File: src/rtl/instruction_fetch_unit.sv
// Instruction fetch front end: keeps the group PC, issues single-group IM requests,
// buffers returned groups in a small FIFO and hands the head to decode.
module instruction_fetch_unit #(
  parameter int ADDRESS_WIDTH = 10,
  parameter int DATA_WIDTH    = 32,
  parameter int IPC           = 4,
  parameter int QUEUE_DEPTH   = 4,
  parameter logic [ADDRESS_WIDTH-1:0] RESET_PC = '0
) (
  input  logic                          clk,
  input  logic                          rst,
  output logic                          IM_req,
  output logic [ADDRESS_WIDTH-1:0]      IM_address,
  input  logic [IPC*DATA_WIDTH-1:0]     IM_data,
  input  logic                          IM_dataValid,
  output logic [IPC*DATA_WIDTH-1:0]     DEC_data,
  output logic [ADDRESS_WIDTH-1:0]      DEC_pc,
  output logic                          DEC_dataValid,
  input  logic                          DEC_ready,
  input  logic                          redirect,
  input  logic [ADDRESS_WIDTH-1:0]      redirect_pc,
  output logic [1:0]                    dbg_state
);

  localparam int GW    = IPC * DATA_WIDTH;
  localparam int PTR_W = $clog2(QUEUE_DEPTH);
  localparam int CNT_W = $clog2(QUEUE_DEPTH + 1);
  localparam logic [ADDRESS_WIDTH-1:0] PC_STEP    = ADDRESS_WIDTH'(IPC);
  localparam logic [ADDRESS_WIDTH-1:0] ALIGN_MASK = ~(ADDRESS_WIDTH'(IPC - 1));
  localparam logic [CNT_W-1:0]         CNT_FULL   = CNT_W'(QUEUE_DEPTH);

  // Handshakes (valid/ready):
  //   IM side  : IM_req is a one-cycle strobe; the IM captures IM_address on that edge
  //              and answers later with a single IM_dataValid pulse, in order.
  //   DEC side : a group transfers on any rising edge where DEC_dataValid && DEC_ready,
  //              unless redirect is high, which flushes instead. DEC_data/DEC_pc are
  //              stable while DEC_dataValid is high and not accepted.
  // Debug state encoding on dbg_state: 0 = IDLE, 1 = WAIT, 2 = DROP.
  typedef enum logic [1:0] {
    S_IDLE = 2'd0,
    S_WAIT = 2'd1,
    S_DROP = 2'd2
  } state_e;

  state_e                     state_q, state_d;
  logic [ADDRESS_WIDTH-1:0]   pc_q, pc_d;
  logic [ADDRESS_WIDTH-1:0]   req_pc_q, req_pc_d;
  logic [PTR_W-1:0]           head_q, head_d;
  logic [PTR_W-1:0]           tail_q, tail_d;
  logic [CNT_W-1:0]           count_q, count_d;
  logic [GW-1:0]              fifo_data_q [QUEUE_DEPTH];
  logic [GW-1:0]              fifo_data_d [QUEUE_DEPTH];
  logic [ADDRESS_WIDTH-1:0]   fifo_pc_q   [QUEUE_DEPTH];
  logic [ADDRESS_WIDTH-1:0]   fifo_pc_d   [QUEUE_DEPTH];

  logic im_req;
  logic do_push;
  logic do_pop;
  logic fifo_valid;

  always_ff @(posedge clk or negedge rst) begin
    if (!rst) begin
      state_q  <= S_IDLE;
      pc_q     <= RESET_PC;
      req_pc_q <= RESET_PC;
      head_q   <= '0;
      tail_q   <= '0;
      count_q  <= '0;
      for (int i = 0; i < QUEUE_DEPTH; i++) begin
        fifo_data_q[i] <= '0;
        fifo_pc_q[i]   <= '0;
      end
    end else begin
      state_q     <= state_d;
      pc_q        <= pc_d;
      req_pc_q    <= req_pc_d;
      head_q      <= head_d;
      tail_q      <= tail_d;
      count_q     <= count_d;
      fifo_data_q <= fifo_data_d;
      fifo_pc_q   <= fifo_pc_d;
    end
  end

  assign fifo_valid = (count_q != '0);

  always_comb begin
    state_d     = state_q;
    pc_d        = pc_q;
    req_pc_d    = req_pc_q;
    head_d      = head_q;
    tail_d      = tail_q;
    count_d     = count_q;
    fifo_data_d = fifo_data_q;
    fifo_pc_d   = fifo_pc_q;

    // Reset gating keeps the strobe low while rst is held, even though IDLE/empty.
    im_req  = rst && (state_q == S_IDLE) && (count_q < CNT_FULL) && !redirect;
    do_push = (state_q == S_WAIT) && IM_dataValid && !redirect;
    do_pop  = fifo_valid && DEC_ready && !redirect;

    if (redirect) begin
      pc_d    = redirect_pc & ALIGN_MASK;
      head_d  = '0;
      tail_d  = '0;
      count_d = '0;
      unique case (state_q)
        S_IDLE:  state_d = S_IDLE;
        // A response arriving on the redirect edge is the one in flight; it is
        // consumed and thrown away, so there is nothing left to drop.
        S_WAIT:  state_d = IM_dataValid ? S_IDLE : S_DROP;
        S_DROP:  state_d = IM_dataValid ? S_IDLE : S_DROP;
        default: state_d = S_IDLE;
      endcase
    end else begin
      unique case (state_q)
        S_IDLE: begin
          if (im_req) begin
            pc_d     = pc_q + PC_STEP;
            req_pc_d = pc_q;
            state_d  = S_WAIT;
          end
        end
        S_WAIT: begin
          if (IM_dataValid) state_d = S_IDLE;
        end
        S_DROP: begin
          if (IM_dataValid) state_d = S_IDLE;
        end
        default: state_d = S_IDLE;
      endcase

      if (do_push) begin
        fifo_data_d[tail_q] = IM_data;
        fifo_pc_d[tail_q]   = req_pc_q;
        tail_d              = tail_q + PTR_W'(1);
      end
      if (do_pop) begin
        head_d = head_q + PTR_W'(1);
      end
      count_d = count_q + CNT_W'(do_push) - CNT_W'(do_pop);
    end
  end

  assign IM_req        = im_req;
  assign IM_address    = pc_q;
  assign DEC_dataValid = fifo_valid;
  assign DEC_data      = fifo_valid ? fifo_data_q[head_q] : '0;
  assign DEC_pc        = fifo_valid ? fifo_pc_q[head_q] : '0;
  assign dbg_state     = state_q;

endmodule

File: config.mk
export PLATFORM = sky130hd
export DESIGN_NAME = instruction_fetch_unit
export DESIGN_NICKNAME = d
export VERILOG_FILES = /design/src/rtl/instruction_fetch_unit.sv
export SDC_FILE = /design/constraint.sdc
export NUM_CORES = 1
export LEC_CHECK = 0
export CORE_ASPECT_RATIO = 0.5
export CORE_MARGIN = 5
export CORE_UTILIZATION = 40
export DETAILED_ROUTE_END_ITERATION = 16
export PLACE_DENSITY_LB_ADDON = 0.15
export SYNTH_ARGS = -nofsm -noshare
export SYNTH_HDL_FRONTEND = slang
export SYNTH_SLANG_ARGS = --single-unit
export TNS_END_PERCENT = 30
File: constraint.sdc
create_clock -name clk -period 2.81 [get_ports clk]
set_clock_uncertainty 0.1 [all_clocks]
set_input_delay 0.4215 -clock clk [delete_from_list [all_inputs] [get_ports clk]]
set_output_delay 0.4215 -clock clk [all_outputs]
set_load 0.05 [all_outputs]
==> flow_summary.toml, run 1 <==
[outcome]
status = "finished with violations"
violations = "setup timing"

[drt]
post_drt_wl_per_cell_um = 22.4
wl_met1_um = 29400
drt_first_pass_iters = 6
drc = 0
drt_iter0_drc = 572
totalWireLength_um = 63300
vias = 14500
detail-route-antenna-nets = 0
routed-wl-met2_um = 31400
wl_met3_um = 1540
vias_per_cell = 5.15
highest_layer = "met4"

[critical_path]
cp_data_required_time_ps = 2290
crit_top_cell = "buf_4"
critical_path_class = "flip-flop to output port"
path_max_fanout = 7
slowest_stage = "dfrtp_4"
endpoint_kind = "output port"
critPathLaunchType = "flip-flop"
worstPathArrival_ps = 2310
worstPathCellList = "buf_12 -> buf_4 -> mux4_2 -> and2_1 -> buf_4"
cp_slowest_stage_delay_ps = 510

[floorplanning]
std_cell_rows = 66
io_pins = 295
die_area_um2 = 71300
start_util_pct = 40.4
coreArea_um2 = 65100
die_w_um = 373
die_y_um = 191

[grt]
grt_max_degree = 159
gr-total-overflow = 0
grt_pass1_wl_um = 98400
grt_pass1_vias = 16000
track_usage_pct = 17.6
antenna_found_initial = 2

[place]
dp_hpwl_um = 37600
place_inst = 2706
post_dp_cell_area_um2 = 30300
dp_slack_ps = 237
gp_congestion = 0.709
port_buffers = 288

[sta]
post-route-period-util_pct = 101
hold_violations = 0
hold_ws_ps = 184
tightest_slew_ps = 947
layout_min_cycle_time_ps = 2830
slew_viol_final = 0
fmax_ghz = 0.353
finalSetupViolations = 5
postLayoutSetupSlackWorst_ps = -24.5
rsz0062_at_grt = "true"
slew_headroom_pct = 36.8

[cells_and_area]
filler_cell_count = 5572
layout_commonest_cell = "dfrtp_1"
final_core_util_pct = 51.3
synthToLayoutAreaGrowth_pct = 26.9
drive_above_1_share_pct = 57.6
seq_area_um2 = 14200
nets = 2054
layout_common_cells = "dfrtp_1 (565), mux2_2 (392), mux2_4 (160)"
multi_input_area_um2 = 11700
stdcell_area_um2 = 33400
stdcell_count = 2822

[clock_tree]
cts_tree = "done"
h-tree-depth = 2
clk_latency_ps = 570
cts_root_buf = "clkbuf_16"
cts_buffer_depth = 3
cts.clk_slew.worst_paths_ps = 70
cts_buffers = 52
cts_sinks = 569

[logic_synthesis]
ys_ff_latch = 569
synth_warnings = 0
syn_area_um2 = 26300
synth.distinct_cells = 38
synth_top_area_share_pct = 54.1
ys_seq_area_share_pct = 54.1
synth_cells = 1593
synth_area_leaders = "dfrtp_1 (54%), mux2_2 (17%), mux4_2 (12%)"
avgSynthCellArea_um2 = 16.5
synth_top_area_cell = "dfrtp_1"

[min_path]
hp-class = "input port to async pin"

[pwr]
ir_drop_mv = 0.523
p_per_area_nw_per_um2 = 985
leakage_nw = 15.9

[flow_run]
drv_cap = 0
-- power breakdown --
group	internal (W)	switching, W
Clock	0.00422	0.00314
Sequential	0.00982	0.000924
Combinational	0.00745	0.00730
-- cell type report --
class,instances,share of cell area [%]
diodes,2,0.0150
clock buffers,77,4.60
clock inverters,12,0.555
inverters,8,0.0900
multi-input cells,909,35.0
flip-flops and latches,569,42.7
well taps,884,3.31
repair buffers,361,13.7
-- logic make-up (layout without fill, tap and decap cells) --
family | Yosys count | count (layout) | share of synthesized area (%)
AO/OA/AOI/OAI | 16 | 16 | 0.380
XOR/XNOR | 7 | 7 | 0.233
adder cells (fa/ha/maj) | 10 | 10 | 0.504
buffers and inverters | 119 | 458 | 2.90
flip-flops | 569 | 569 | 54.1
multiplexers | 689 | 689 | 37.6
other | 1 | 6 | 0.0143
AND/OR/NAND/NOR | 182 | 183 | 4.27
-- flip-flops by register name, indices dropped and copies added, names as in the netlist --
register and cells:
IM_address 8, count_q 3, dbg_state 2, fifo_data_q 512
fifo_pc_q 32, head_q 2, req_pc_q 8, tail_q 2
-- per-layer routing --
layer	vias up	global-route usage, %
met2	142	29.9
li1	6438	-
met5	-	0
met1	7892	24.7
met4	0	3.28
met3	64	2.49
-- Yosys cell counts (all sizes together) --
cell / instances
a21oi: 3
a22oi: 1
a31oi: 1
and2: 136
and3b: 1
buf: 85
clkbuf: 26
conb: 1
dfrtp: 569
fa: 1
ha: 9
inv: 8
mux2: 552
mux2i: 1
mux4: 136
nand2: 16
nand3: 6
nand3b: 1
nand4: 2
nand4b: 2
nor2: 7
nor2b: 3
nor4bb: 1
o211ai: 4
o21ai: 5
o311ai: 1
o31ai: 1
or2: 1
or3: 1
or4: 4
or4b: 1
xnor2: 2
xor2: 5
-- worst max-delay path, delay by kind of cell, from the launching register on --
family | cells | cell delay (ps)
flops | 1 | 510
simple gates | 1 | 190
mux | 1 | 480
buf+inv | 3 | 530
-- through the flow --
step                      power (W)  TNS [ps]
after floorplan              0.0193         0
after global placement       0.0234         0
after detailed placement     0.0235         0
after CTS                    0.0327     -6300
after global routing         0.0345     -7970
final                        0.0329     -53.1
-- final timing paths --
kind	start	to	slack [ps]	depth (start not counted)
max	head_q[0]	DEC_data[42]	-20	5
max in group asynchronous	rst	head_q[0]	1160	3
min in group clk	redirect_pc[2]	IM_address[2]	310	3
max reg2reg	dbg_state[1]	fifo_data_q[98]	540	7
min	rst	count_q[1]	180	2
min reg2reg	fifo_data_q[158]	fifo_data_q[158]	400	1
-- repair_timing --
item | CTS | global route
endpoints found under the hold margin | 191 | 0
pin swaps | 5 | 1
gates resized for setup | 176 | 104
gates cloned | 10 | 5
setup endpoints to repair | 136 | 135
buffers inserted | 12 | 1
hold buffers | 1 | 0
(Power assumes the default switching activity.)
==> run 2: changes to the inputs <==
--- a/config.mk
+++ b/config.mk
@@ -9,7 +9,6 @@
 export CORE_MARGIN = 5
 export CORE_UTILIZATION = 40
 export DETAILED_ROUTE_END_ITERATION = 16
-export PLACE_DENSITY_LB_ADDON = 0.15
 export SYNTH_ARGS = -nofsm -noshare
 export SYNTH_HDL_FRONTEND = slang
 export SYNTH_SLANG_ARGS = --single-unit
==> constraint.sdc (replaced) <==
create_clock -name clk -period 2.55 [get_ports clk]
set_clock_uncertainty 0.1 [all_clocks]
set_input_delay 0.3825 -clock clk [delete_from_list [all_inputs] [get_ports clk]]
set_output_delay 0.3825 -clock clk [all_outputs]
set_load 0.05 [all_outputs]
==> flow_summary.toml, run 2 (same netlist as run 1, synthesis figures left out) <==
[cells_and_area]
layout_commonest_cell = "dfrtp_1"
layout_common_cells = "dfrtp_1 (565), mux2_2 (392), mux2_4 (160)"
largest_reg_flops = 512
stdcell_area_um2 = 33400
drive_above_1_share_pct = 58.1
final_core_util_pct = 51.4
largest-register = "fifo_data_q"
nets = 2055
largest_registers = "fifo_data_q x512, fifo_pc_q x32"
synthToLayoutAreaGrowth_pct = 27.0

[critical_path]
cp_data_required_time_ps = 2070
worstPathArrival_ps = 2330
path_buf_inv = 3
critical_path_class = "flip-flop to output port"
endpoint_kind = "output port"
path_max_fanout = 16
slowest_stage = "mux4_2"
worstPathCellList = "buf_12 -> buf_16 -> mux4_2 -> and2_4 -> buf_6"
critPathLaunchType = "flip-flop"
cp_slowest_stage_delay_ps = 540
critPathTopFamily = "multiplexers"

[pwr]
pwr-share-seq_pct = 32.6
swShare_pct = 34.4
leakage_nw = 16.0
ir_drop_mv = 0.932
p_switching_w = 0.0125
combPwrFrac_pct = 43.2
power.internal_w = 0.0238
clkPwrFrac_pct = 24.3
p_per_area_nw_per_um2 = 1090

[floorplanning]
std_cell_rows = 66
start_util_pct = 40.4
io_pins = 295
die_area_um2 = 71300
die_y_um = 191
coreArea_um2 = 65100
die_w_um = 373

[grt]
grt_pass1_vias = 16000
track_usage_pct = 17.4
antenna_found_initial = 5
gr-total-overflow = 0
grt_max_degree = 172
grt_pass1_wl_um = 97400

[sta]
slew_viol_final = 0
post-route-period-util_pct = 110
postLayoutSetupSlackWorst_ps = -259
hold_ws_ps = 120
rsz0062_at_grt = "true"
fmax_ghz = 0.356
tightest_slew_ps = 927
layout_min_cycle_time_ps = 2810
finalSetupViolations = 137
slew_headroom_pct = 38.2
hold_violations = 0
tns_ps = -28540

[clock_tree]
cts_sinks = 569
cts_buffer_depth = 3
cts_root_buf = "clkbuf_16"
cts_tree = "done"
clk_latency_ps = 600
cts.clk_slew.worst_paths_ps = 70
h-tree-depth = 2
cts_buffers = 54

[drt]
post_drt_wl_per_cell_um = 22.0
drt_iter0_drc = 559
vias_per_cell = 5.14
totalWireLength_um = 62200
drt_first_pass_iters = 4
vias = 14600
detail-route-antenna-nets = 0
drc = 0

[place]
dp_hpwl_um = 38800
post_dp_cell_area_um2 = 30300
port_buffers = 288
gp_congestion = 0.733

[outcome]
violations = "setup timing"
status = "finished with violations"

[flow_run]
drv_cap = 0

[min_path]
hp-class = "input port to async pin"
## run 2: what timing repair did
item	in CTS	in global routing
resized for setup	174	121
endpoints found under the hold margin	99	0
gates cloned	2	3
setup endpoints to repair	139	141
buffers inserted	4	1
hold buffers	1	0
## run 2: area by class of cell
type                       count  area, um^2
clock buffer                  75        1590
clock inverter                23         329
inverter                       8        30.0
fill                        5527       31700
antenna                        5        12.5
multi-input combinational    908       11700
tap                          884        1110
sequential                   569       14200
timing repair buffer         361        4390
## run 2: path summary, 6_finish.rpt
path,from,endpoint,slack (ps),depth (start not counted)
max,head_q[0],DEC_data[93],-260,5
min,rst,fifo_data_q[445],120,2
max reg2reg,dbg_state[1],count_q[2],190,11
min reg2reg,fifo_data_q[131],fifo_data_q[131],400,1
max in group asynchronous,rst,fifo_data_q[26],920,4
min in group clk,redirect_pc[5],IM_address[5],240,3
## run 2: metal layers
| layer | up-vias | GRT usage (%) | share of wire [%] |
|---|---|---|---|
| met5 | - | 0 | 0 |
| li1 | 6454 | - | - |
| met4 | 0 | 4.01 | 1.9 |
| met1 | 7871 | 23.1 | 44 |
| met2 | 157 | 30.5 | 51 |
| met3 | 80 | 2.66 | 2.7 |
## run 2: per-stage QoR
stage,cells,total power [W],setup slack (ps)
2_1_floorplan,1596,0.0213,83.5
3_3_place_gp,2719,0.0255,36.1
6_report,2833,0.0363,-259
4_1_cts,2824,0.0359,-336
5_1_grt,2833,0.0380,-355
3_5_place_dp,2719,0.0256,70.0
## run 2: power groups by stage
stage	Combinational, W	Clock (W)	Sequential (W)
2_1_floorplan	0.00959	0	0.0117
3_3_place_gp	0.0135	0	0.0119
3_5_place_dp	0.0137	0	0.0119
4_1_cts	0.0150	0.00908	0.0118
5_1_grt	0.0165	0.00948	0.0120
6_report	0.0157	0.00880	0.0118
==> run 3: changes to the inputs <==
--- a/config.mk
+++ b/config.mk
@@ -5,6 +5,7 @@
 export SDC_FILE = /design/constraint.sdc
 export NUM_CORES = 1
 export LEC_CHECK = 0
+export ABC_CLOCK_PERIOD_IN_PS = 2550
 export CORE_ASPECT_RATIO = 0.5
 export CORE_MARGIN = 5
 export CORE_UTILIZATION = 40
==> constraint.sdc (replaced) <==
create_clock -name clk -period 2.55 [get_ports clk]
set_clock_uncertainty 0.1 [all_clocks]
set_input_delay 0.51 -clock clk [delete_from_list [all_inputs] [get_ports clk]]
set_output_delay 0.51 -clock clk [all_outputs]
set_load 0.05 [all_outputs]
==> flow_summary.toml, run 3 (same netlist as run 1, synthesis figures left out) <==
[outcome]
status = "finished with violations"
violations = "setup timing"

[pwr]
power_w = 0.0359
ir_drop_mv = 0.592
leakage_nw = 16.0
p_per_area_nw_per_um2 = 1070

[place]
dp_slack_ps = -31.0
port_buffers = 288
dp_hpwl_um = 39600
place_inst = 2733
gp_congestion = 0.732

[cells_and_area]
largest_registers = "fifo_data_q x512, fifo_pc_q x32"
layout_commonest_cell = "dfrtp_1"
nets = 2083
stdcell_count = 2852
drive_above_1_share_pct = 57.5
largest-register = "fifo_data_q"
synthToLayoutAreaGrowth_pct = 27.0
largest_reg_flops = 512
layout_common_cells = "dfrtp_1 (563), mux2_2 (392), mux2_4 (160)"
n_antenna_cell = 0
filler_cell_count = 5518

[clock_tree]
cts_buffers = 55
h-tree-depth = 2
cts.clk_slew.worst_paths_ps = 70
cts_tree = "done"
cts_buffer_depth = 3
cts_root_buf = "clkbuf_16"
clk_latency_ps = 590
cts_sinks = 569

[grt]
grt_pass1_wl_um = 98300
grt_max_degree = 139
track_usage_pct = 17.4
grt_pass1_vias = 16300
antenna_found_initial = 0
gr-total-overflow = 0

[floorplanning]
coreArea_um2 = 65100
die_area_um2 = 71300
die_w_um = 373
std_cell_rows = 66
start_util_pct = 40.4
die_y_um = 191
io_pins = 295

[critical_path]
worstPathArrival_ps = 2340
cp_data_required_time_ps = 1940
crit_top_cell = "buf_4"
slowest_stage = "dfrtp_4"
endpoint_kind = "output port"
cp_slowest_stage_delay_ps = 500
path_buf_inv = 3
critPathTopFamily = "buffers and inverters"
rrSetupSlack_ps = 240
worstPathCellList = "buf_4 -> buf_8 -> mux4_2 -> and2_1 -> buf_4"
critPathLaunchType = "flip-flop"
critical_path_class = "flip-flop to output port"
path_max_fanout = 7

[sta]
rsz0062_at_grt = "true"
layout_min_cycle_time_ps = 2950
slew_viol_final = 0
post-route-period-util_pct = 116
fmax_ghz = 0.339
postLayoutSetupSlackWorst_ps = -402
slew_headroom_pct = 43.6
hold_violations = 0
tightest_slew_ps = 846
finalSetupViolations = 136
hold_ws_ps = 384

[drt]
post_drt_wl_per_cell_um = 22.1
totalWireLength_um = 62900
drc = 0
vias = 14600
drt_first_pass_iters = 4
drt_iter0_drc = 647
vias_per_cell = 5.13
detail-route-antenna-nets = 0

[min_path]
hp-class = "input port to flip-flop"

[flow_run]
drv_cap = 0
-- run 3: power breakdown --
part | internal [W] | total [W] | switching (W)
logic | 0.00773 | 0.0156 | 0.00787
registers | 0.0108 | 0.0118 | 0.00101
clock network | 0.00489 | 0.00846 | 0.00357
-- run 3: repair_timing --
item,4_1_cts,5_1_grt
gates cloned,0,7
setup buffers,5,10
hold buffers,2,0
gates resized for setup,195,63
setup endpoints to repair,145,230
endpoints found under the hold margin,25,0
-- run 3: worst register-to-register path, stage by stage, from the launching register on --
cell and delay (ps):
dfrtp_2 410, inv_2 90, ha_1 220, and3b_1 200, inv_1 50, ha_1 280
inv_1 60, ha_1 130, inv_1 50, fa_1 400, xnor2_1 160, nor2_1 50
-- run 3: final cells by class --
| cell class | count | area (um^2) | area share (%) |
|---|---|---|---|
| multi-input cells | 908 | 11600 | 34.8 |
| clock buffers | 80 | 1660 | 4.97 |
| repair buffers | 388 | 4540 | 13.6 |
| flip-flops and latches | 569 | 14300 | 42.6 |
| well taps | 884 | 1110 | 3.31 |
| clock inverters | 15 | 183 | 0.547 |
| inverters | 8 | 30.0 | 0.0898 |
-- run 3: per-layer routing --
layer  up-vias  share of wire (%)  global-route usage (%)
li1       6502                  -                       -
met1      7959                 44                    23.1
met2       129                 52                    31.2
met3        54                2.6                    2.76
met4         0               0.95                    2.52
met5         -                  0                       0
-- run 3: worst paths after layout --
path	startpoint	end	depth (start not counted)
max in group asynchronous	rst	fifo_data_q[492]	5
worst min-delay path	redirect_pc[3]	IM_address[3]	3
worst min register to register	fifo_data_q[155]	fifo_data_q[155]	1
min in group asynchronous	rst	fifo_data_q[204]	3
worst max register to register	dbg_state[1]	count_q[2]	11
worst max-delay path	head_q[0]	DEC_data[25]	5
-- run 3: stage by stage --
step	cell area [um^2]	setup TNS, ps	util (%)
floorplan	26300	0	-
global placement	30400	-84.2	46.8
detailed placement	30400	-31.0	46.8
CTS	33000	-52410	50.6
global route	33400	-58830	51.4
finish	33400	-46910	51.4
